`src/rtl/rx_sync_ctrl_if.sv`:
```
//------------------------------------------------------------------------------
// Module   : rx_sync_ctrl_if
// Brief    : Word-status strobe and sync-status bundle for rx_sync_ctrl.
// Revision : 1.0 - initial release
//------------------------------------------------------------------------------
`default_nettype none

interface rx_sync_ctrl_if #(
  parameter int CNT_W = 16
);
  logic             wordValid;
  logic             comma;
  logic             codeErr;
  logic             rdErr;
  logic             errClr;
  logic             synced;
  logic             realign;
  logic [1:0]       syncState;
  logic [3:0]       errLevel;
  logic [CNT_W-1:0] errCount;

  modport master (
    output wordValid, comma, codeErr, rdErr, errClr,
    input  synced, realign, syncState, errLevel, errCount
  );

  modport slave (
    input  wordValid, comma, codeErr, rdErr, errClr,
    output synced, realign, syncState, errLevel, errCount
  );
endinterface

`default_nettype wire

```
`src/rtl/rx_sync_ctrl.sv`:
```
//------------------------------------------------------------------------------
// Module   : rx_sync_ctrl
// Brief    : SERDES RX word-sync controller: comma lock, leaky error budget,
//            loss-of-sync realign pulse. RX_SYNC_ERRCNT_EN builds errCount.
// Revision : 1.0 - initial release
//------------------------------------------------------------------------------
`default_nettype none

module rx_sync_ctrl #(
  parameter int LOCK_COMMAS = 3,
  parameter int MAX_ERR     = 4,
  parameter int GOOD_RUN    = 4,
  parameter int CNT_W       = 16
) (
  input  wire logic     clk,
  input  wire logic     reset,
  rx_sync_ctrl_if.slave bus
);

  typedef enum logic [1:0] {
    ST_LOSS = 2'd0,
    ST_ACQ  = 2'd1,
    ST_SYNC = 2'd2
  } state_t;

  localparam logic [4:0] c_LOCK = 5'(LOCK_COMMAS);
  localparam logic [4:0] c_MAX  = 5'(MAX_ERR);
  localparam logic [8:0] c_GOOD = 9'(GOOD_RUN);

  state_t     r_state;
  logic [3:0] r_comma_cnt;
  logic [7:0] r_good_cnt;
  logic [3:0] r_err_level;
  logic       r_realign;

  state_t     w_state_nxt;
  logic [3:0] w_comma_nxt;
  logic [7:0] w_good_nxt;
  logic [3:0] w_level_nxt;
  logic       w_realign_nxt;

  logic       w_bad;
  logic       w_good_comma;
  logic [4:0] w_comma_inc;
  logic [4:0] w_level_inc;
  logic [8:0] w_good_inc;

  assign w_bad        = bus.codeErr | bus.rdErr;
  assign w_good_comma = bus.comma & ~w_bad;
  assign w_comma_inc  = {1'b0, r_comma_cnt} + 5'd1;
  assign w_level_inc  = {1'b0, r_err_level} + 5'd1;
  assign w_good_inc   = {1'b0, r_good_cnt} + 9'd1;

  always_ff @(posedge clk or posedge reset) begin
    if (reset) begin
      r_state     <= ST_LOSS;
      r_comma_cnt <= 4'd0;
      r_good_cnt  <= 8'd0;
      r_err_level <= 4'd0;
      r_realign   <= 1'b0;
    end else begin
      r_state     <= w_state_nxt;
      r_comma_cnt <= w_comma_nxt;
      r_good_cnt  <= w_good_nxt;
      r_err_level <= w_level_nxt;
      r_realign   <= w_realign_nxt;
    end
  end

  always_comb begin
    w_state_nxt   = r_state;
    w_comma_nxt   = r_comma_cnt;
    w_good_nxt    = r_good_cnt;
    w_level_nxt   = r_err_level;
    w_realign_nxt = 1'b0;

    case (r_state)
      ST_LOSS: begin
        if (bus.wordValid && w_good_comma) begin
          w_state_nxt = ST_ACQ;
          w_comma_nxt = 4'd1;
        end
      end

      ST_ACQ: begin
        if (bus.wordValid) begin
          if (w_bad) begin
            w_state_nxt   = ST_LOSS;
            w_comma_nxt   = 4'd0;
            w_realign_nxt = 1'b1;
          end else if (bus.comma) begin
            // >= lets LOCK_COMMAS=1 lock on the comma after the entry comma
            if (w_comma_inc >= c_LOCK) begin
              w_state_nxt = ST_SYNC;
              w_comma_nxt = c_LOCK[3:0];
              w_level_nxt = 4'd0;
              w_good_nxt  = 8'd0;
            end else begin
              w_comma_nxt = w_comma_inc[3:0];
            end
          end
        end
      end

      ST_SYNC: begin
        if (bus.wordValid) begin
          if (w_bad) begin
            w_good_nxt = 8'd0;
            if (w_level_inc >= c_MAX) begin
              w_state_nxt   = ST_LOSS;
              w_level_nxt   = 4'd0;
              w_comma_nxt   = 4'd0;
              w_realign_nxt = 1'b1;
            end else begin
              w_level_nxt = w_level_inc[3:0];
            end
          end else if (w_good_inc >= c_GOOD) begin
            w_good_nxt = 8'd0;
            if (r_err_level != 4'd0) begin
              w_level_nxt = r_err_level - 4'd1;
            end
          end else begin
            w_good_nxt = w_good_inc[7:0];
          end
        end
      end

      default: begin
        w_state_nxt = ST_LOSS;
        w_comma_nxt = 4'd0;
        w_good_nxt  = 8'd0;
        w_level_nxt = 4'd0;
      end
    endcase
  end

  assign bus.synced    = (r_state == ST_SYNC);
  assign bus.syncState = r_state;
  assign bus.errLevel  = r_err_level;
  assign bus.realign   = r_realign;

`ifdef RX_SYNC_ERRCNT_EN
  logic [CNT_W-1:0] r_err_cnt;

  // Clear wins over a coincident bad word; count saturates at all-ones
  always_ff @(posedge clk or posedge reset) begin
    if (reset) begin
      r_err_cnt <= '0;
    end else if (bus.errClr) begin
      r_err_cnt <= '0;
    end else if (bus.wordValid && w_bad && (r_err_cnt != {CNT_W{1'b1}})) begin
      r_err_cnt <= r_err_cnt + {{(CNT_W-1){1'b0}}, 1'b1};
    end
  end

  assign bus.errCount = r_err_cnt;
`else
  logic w_unused_errclr;
  assign w_unused_errclr = bus.errClr;
  assign bus.errCount    = '0;
`endif

endmodule

`default_nettype wire

```
`src/flat_wrapper.sv`:
```
// flat-port wrapper written by rule: the top's interface ports become plain ports
module rx_sync_ctrl_flat 
#(
  parameter int LOCK_COMMAS = 3,
  parameter int MAX_ERR     = 4,
  parameter int GOOD_RUN    = 4,
  parameter int CNT_W       = 16
)
  (clk, reset, bus_wordValid, bus_comma, bus_codeErr, bus_rdErr, bus_errClr, bus_synced, bus_realign, bus_syncState, bus_errLevel, bus_errCount);
  rx_sync_ctrl_if #(.CNT_W(CNT_W)) bus_i ();
  input  wire logic clk;
  input  wire logic reset;
  input wire logic [$bits(bus_i.wordValid)-1:0] bus_wordValid;
  input wire logic [$bits(bus_i.comma)-1:0] bus_comma;
  input wire logic [$bits(bus_i.codeErr)-1:0] bus_codeErr;
  input wire logic [$bits(bus_i.rdErr)-1:0] bus_rdErr;
  input wire logic [$bits(bus_i.errClr)-1:0] bus_errClr;
  output wire logic [$bits(bus_i.synced)-1:0] bus_synced;
  output wire logic [$bits(bus_i.realign)-1:0] bus_realign;
  output wire logic [$bits(bus_i.syncState)-1:0] bus_syncState;
  output wire logic [$bits(bus_i.errLevel)-1:0] bus_errLevel;
  output wire logic [$bits(bus_i.errCount)-1:0] bus_errCount;
  assign bus_i.wordValid = bus_wordValid;
  assign bus_i.comma = bus_comma;
  assign bus_i.codeErr = bus_codeErr;
  assign bus_i.rdErr = bus_rdErr;
  assign bus_i.errClr = bus_errClr;
  assign bus_synced = bus_i.synced;
  assign bus_realign = bus_i.realign;
  assign bus_syncState = bus_i.syncState;
  assign bus_errLevel = bus_i.errLevel;
  assign bus_errCount = bus_i.errCount;
  rx_sync_ctrl #(.LOCK_COMMAS(LOCK_COMMAS), .MAX_ERR(MAX_ERR), .GOOD_RUN(GOOD_RUN), .CNT_W(CNT_W)) u_core (.clk(clk), .reset(reset), .bus(bus_i));
endmodule
```
`config.mk`:
```
export PLATFORM = sky130hd
export DESIGN_NAME = rx_sync_ctrl_flat
export DESIGN_NICKNAME = d
export VERILOG_FILES = /design/src/rtl/rx_sync_ctrl_if.sv /design/src/rtl/rx_sync_ctrl.sv /design/src/flat_wrapper.sv
export SDC_FILE = /design/constraint.sdc
export NUM_CORES = 1
export LEC_CHECK = 0
export CAP_MARGIN = 0
export CORE_MARGIN = 2
export CORE_UTILIZATION = 65
export DETAILED_ROUTE_END_ITERATION = 12
export DONT_BUFFER_PORTS = 1
export GPL_TIMING_DRIVEN = 0
export MAX_ROUTING_LAYER = met4
export PLACE_DENSITY = 0.84
export SYNTH_ARGS = -nofsm -noshare
export SYNTH_HDL_FRONTEND = slang
export SYNTH_SLANG_ARGS = --single-unit
```
`constraint.sdc`:
```
create_clock -name clk -period 3.7 [get_ports clk]
set_input_delay 0.74 -clock clk [delete_from_list [all_inputs] [get_ports clk]]
set_output_delay 0.74 -clock clk [all_outputs]
set_load 0.02 [all_outputs]
```
-- Yosys cells after proc, flatten, opt, wreduce, memory -nomap -nowiden
Cells that the tools add are included.
- memories: 0
- input bits: 7
- logic and storage cells: 79
- register bits: 19
- bits in latches: 0
- memory bits (read-only): 0
- memory bits (writable): 0
- order comparisons: 3
- reduce and logical (&&, ||, !) cells: 7
- $mul: 0
- div/mod/pow operators: 0
- muxes and demuxes: 42
- bitwise logic cells: 4
- add/sub/neg operators: 4
- equality and inequality tests: 14
- shift-type cells: 0
- operator list (kind ; number):
    $mux W4 ; 17
    $mux W8 ; 7
    $pmux W4 S3 ; 2
    $pmux W8 S3 ; 1
    $mux W2 ; 8
    $reduce_and A6 Y1 ; 2
    $add A4 B1 Y5 const B ; 2
    $add A8 B1 Y9 const B ; 1
    $ge A9 B3 Y1 const B ; 1
    $ne A3 B1 Y1 const B ; 3
    $ne A2 B1 Y1 const B ; 4
    $ne A2 B2 Y1 const B ; 4
    $reduce_and A8 Y1 ; 1
    $reduce_and A7 Y1 ; 1
    $pmux W2 S3 ; 1
    $ge A5 B2 Y1 const B ; 1
    $ge A5 B3 Y1 const B ; 1
    $mux W1 ; 5
    $reduce_bool A4 Y1 ; 1
    $sub A4 B1 Y4 const B ; 1
    $ne A3 B2 Y1 const B ; 1
    $eq A2 B1 Y1 const B ; 1
    $eq A2 B2 Y1 const B ; 1
    $logic_not A2 Y1 ; 1
    5 further kinds ; 6

-- Logic depth before layout (Yosys ltp)
- depth in word-level cells: 7
- depth in mapped cells: 8
- gate-level depth less buffers: 8

-- Worst setup path before layout
OpenSTA, ideal clock, no wires.
- path type: input -> register
- from: in bus_rdErr
- to: reg u_core.r_err_level[0], in the netlist u_core.bus.errLevel[0]
- path buffers: 0
- data arrival time: 1.996 ns
- setup slack: 1.578 ns
- cell stages on the path: 6
- data required time: 3.575 ns
- cells stage by stage: or3b_1 > a211oi_2 > o31ai_2 > nor2_4 > o21ai_4 > mux2_4
- word-level cells in the longest chain between the ends: 4
- elaborated cells between the ends (all ways): 8
- those cells by class: eq/ne: 3; mux: 3; bitwise: 1; reduce/logical: 1
- ends and longest elaborated chain (item ; RTL line ; text):
    from (decl) ; flat_wrapper.sv:16 ; input wire logic [$bits(bus_i.rdErr)-1:0] bus_rdErr;
    $or A1 B1 Y1 * ; rx_sync_ctrl.sv:48 ; assign w_bad = bus.codeErr | bus.rdErr;
    $mux W4 ; rx_sync_ctrl.sv:107 ; if (w_bad) begin
    $mux W4 ; rx_sync_ctrl.sv:106 ; if (bus.wordValid) begin
    $pmux W4 S3 ; rx_sync_ctrl.sv:77 ; case (r_state)
    to (signal assigned) ; rx_sync_ctrl.sv:65 ; r_err_level <= w_level_nxt;
    to (decl) ; rx_sync_ctrl.sv:33 ; logic [3:0] r_err_level;
Mark *: on every way between the ends. The rest lies on a longest branch, timed or not. The select of a mux whose other input is x is not followed.
A chain may end at the register's enable or synchronous reset.

-- Worst setup path after layout
- from: reg u_core.r_state[0], in the netlist u_core.bus.syncState[0]
- to: reg u_core.r_state[0], in the netlist u_core.bus.syncState[0]
- word-level cells in the longest chain between the ends: 3
- elaborated cells between the ends (all ways): 12
- those cells by class: eq/ne: 9; mux: 1; reduce/logical: 2
- ends and longest elaborated chain (item ; RTL line ; text):
    from (decl) ; rx_sync_ctrl.sv:30 ; state_t r_state;
    from (signal assigned) ; rx_sync_ctrl.sv:62 ; r_state <= w_state_nxt;
    $eq A2 B2 Y1 * ; n/a ;
    via bus_synced ; flat_wrapper.sv:18 ; output wire logic [$bits(bus_i.synced)-1:0] bus_synced;
    $ne A2 B1 Y1 (no source line) / $ne A2 B2 Y1 (equally long branches) ; n/a ;
    $reduce_and A7 Y1 (no source line) ; n/a ;
Mark *: on every way through the listed nets, which the timed path passes. The rest lies on a longest branch.

==> metrics.txt <==
outcome=completed; Area Growth Syn to Fin=8.68%; total wire length=2.56 mm; # Post-CTS Setup Buffers=0; CP Launch Point=u_core.bus.syncState[0]; number of CTS-inserted buffers=3; routed vias=1088; Worst Max-Slew Pin Slew=0.737 ns; ys async rst share=100%; top post-synthesis cells by area=dfrtp_1 35%, ha_1 9.2%, buf_4 8.9%; Worst-Skew Late Latency=0.30 ns; top cells by count, synth=19 x dfrtp_1, 16 x buf_4, 13 x nand2_1, 10 x a21oi_1, 10 x ha_1; Ys Warns=0; Fin. Hold Viols=0; die height=49.7 um; Pwr Total=0.861 mW; Mapped Area=1360 um^2; post-placement setup slack=1.41 ns; Initial DRT Pass Iterations=4; Cell Rows=16; Worst path max stage delay=0.49 ns; number of remaining DRC errors=0; Worst Setup End Kind=register; CP Max Fanout=8; crit path kind=register to register; core footprint=1960 um^2; Hold WC Path Type=input port to async pin; first-pass GRT wire length=4.57 mm; worst path cell trace=inv_1 > ha_1 > nor3b_1 > nand2_1 > o221ai_1 > a21oi_1 > nand2_1 > o21ai_0; CTS max path bufs=2; # setup viols final=0; Worst path most repeated cell=nand2_1; Synth cell types=44; area share of the largest cell type after synthesis=35.1%; Post-synth EDFFs=0; Period minus WS final=2.34 ns; GRT Overall Usage=24.4%; starting density of the core=69.1%; ys flop type=dfrtp_1; Static Leak=0.744 nW; Routability Congestion=0.881; top-count cell post-synth=dfrtp_1; fmax=0.428 GHz; vias in the first global route=1046; Crit-path slowest cell=dfrtp_1; R2R Path Start=u_core.bus.syncState[0]; setup tns final=0 ns; post-route setup slack=1.36 ns; CTS H-Tree Depth=1; share of layout cells above drive strength 1=20.7%; R2R depth=8; Gate Count Post-Synth=145; sequential fraction of the synthesis area=35.1%; CP arrival=2.52 ns; Clock Pin Slew Worst Setup and Hold Paths=0.11 ns; Layout Skew=0.00218 ns; DP Wirelength=1.98 mm; fin nets=182; die width=49.7 um; RR Endpoint=u_core.bus.syncState[0]; antenna fix cells=0; vias per cell=5.70; largest net degree at the start of global routing=20; unrepaired setup endpoints after global routing=false; Req. time, crit path=3.89 ns; max_slew headroom=50.8%; family with the most delay on the worst path=simple AND/OR/NAND/NOR gates; Critical path buffers and inverters=1; Max Cap Viol=0; CTS root buf=clkbuf_4; CTS tree=yes; Max Slew Vio Count=0; Final period util=63.1%; reg2reg setup slack=1.36 ns; drt initial violations=33; Finished Core Util=75.1%; I/O pin total=31; VDD IR max=0.000491 V; synthesized flop and latch total=19; CTS Hold Buffers Added=0; CP startpoint kind=register; post-CTS sizing=0; Syn Area/Cell=9.35 um^2; initial antenna violation count=0; Routed Antenna Nets=0; drt wl/cell=13.4 um; clk sink count=19; number of port buffers=0; grt ovf=0; area leader, netlist=dfrtp_1; die area=2470 um^2; cell area power density=585 nW/um^2
-- power breakdown --
part	switching [mW]	internal [mW]	leakage [nW]
clock network	0.0669	0.0403	0.0177
logic	0.255	0.168	0.469
registers	0.0831	0.248	0.257
total	0.405	0.456	0.744
-- worst register-to-register path: cells and delay by family, from the launching register on --
family | cells | cell delay, ns
compound gates | 3 | 0.47
fa+ha+maj | 1 | 0.45
buf+inv | 1 | 0.14
flops | 1 | 0.49
simple gates | 3 | 0.69
-- registers in the layout, summed over array words and instances (netlist names) --
register / flops
u_core.bus.syncState: 2
u_core.bus.errLevel: 4
u_core.r_comma_cnt: 4
u_core.r_good_cnt: 8
u_core.bus.realign: 1
-- logic make-up (layout without fill, tap and decap cells) --
group                    Yosys count  in the layout  synth area share [%]
multiplexers                       3              3                  3.32
flip-flops                        19             19                  35.1
AND/OR/NAND/NOR                   55             55                  23.5
other                              1             16                 0.277
AO/OA/AOI/OAI                     32             32                  17.3
buffers and inverters             25             29                  11.4
adder cells (fa/ha/maj)           10             10                  9.23
-- cell type report --
| class | instances | area (um^2) |
|---|---|---|
| inverters | 8 | 30.0 |
| plain buffers | 17 | 124 |
| multi-input cells | 116 | 782 |
| clock buffers | 3 | 22.5 |
| fillers | 158 | 489 |
| clock inverters | 1 | 5.00 |
| flip-flops and latches | 19 | 475 |
| well taps | 27 | 33.8 |
-- worst max-delay path by stage --
stage	end	slack (ns)	depth (start not counted)
2_1_floorplan	u_core.bus.errLevel[0]	1.58	6
3_3_place_gp	u_core.bus.errLevel[1]	1.46	8
3_5_place_dp	u_core.bus.syncState[0]	1.41	8
4_1_cts	u_core.bus.syncState[0]	1.39	8
5_1_grt	u_core.bus.syncState[0]	1.15	8
6_report	u_core.bus.syncState[0]	1.36	8
-- layer usage --
layer | GRT usage [%] | vias up | wire length (um)
li1 | - | 530 | -
met1 | 30.0 | 516 | 1140
met2 | 41.6 | 38 | 1270
met3 | 3.64 | 4 | 122
met4 | 6.94 | 0 | 25
met5 | - | - | 0
-- through the flow --
step / instances / hold WS [ns] / cell area (um^2)
6_report: 191 / 0.439 / 1470
5_1_grt: 191 / 0.491 / 1470
4_1_cts: 191 / 0.464 / 1470
3_5_place_dp: 187 / 0.522 / 1450
3_3_place_gp: 187 / 0.507 / 1450
2_1_floorplan: 160 / 0.469 / 1410
-- cells in the final DEF, fill, tap and decap left out, types with 2 or more instances in the layout --
cell type	instances
o41ai_1	3
nor3_1	4
and3_1	2
and2_1	8
buf_4	16
conb_1	16
dfrtp_1	19
nand2_1	13
nand4_1	4
o21ai_0	6
inv_1	8
a21oi_1	10
ha_1	10
clkbuf_4	3
nor2_1	9
mux2_4	3
No activity file was read; power rests on OpenSTA's default activity.
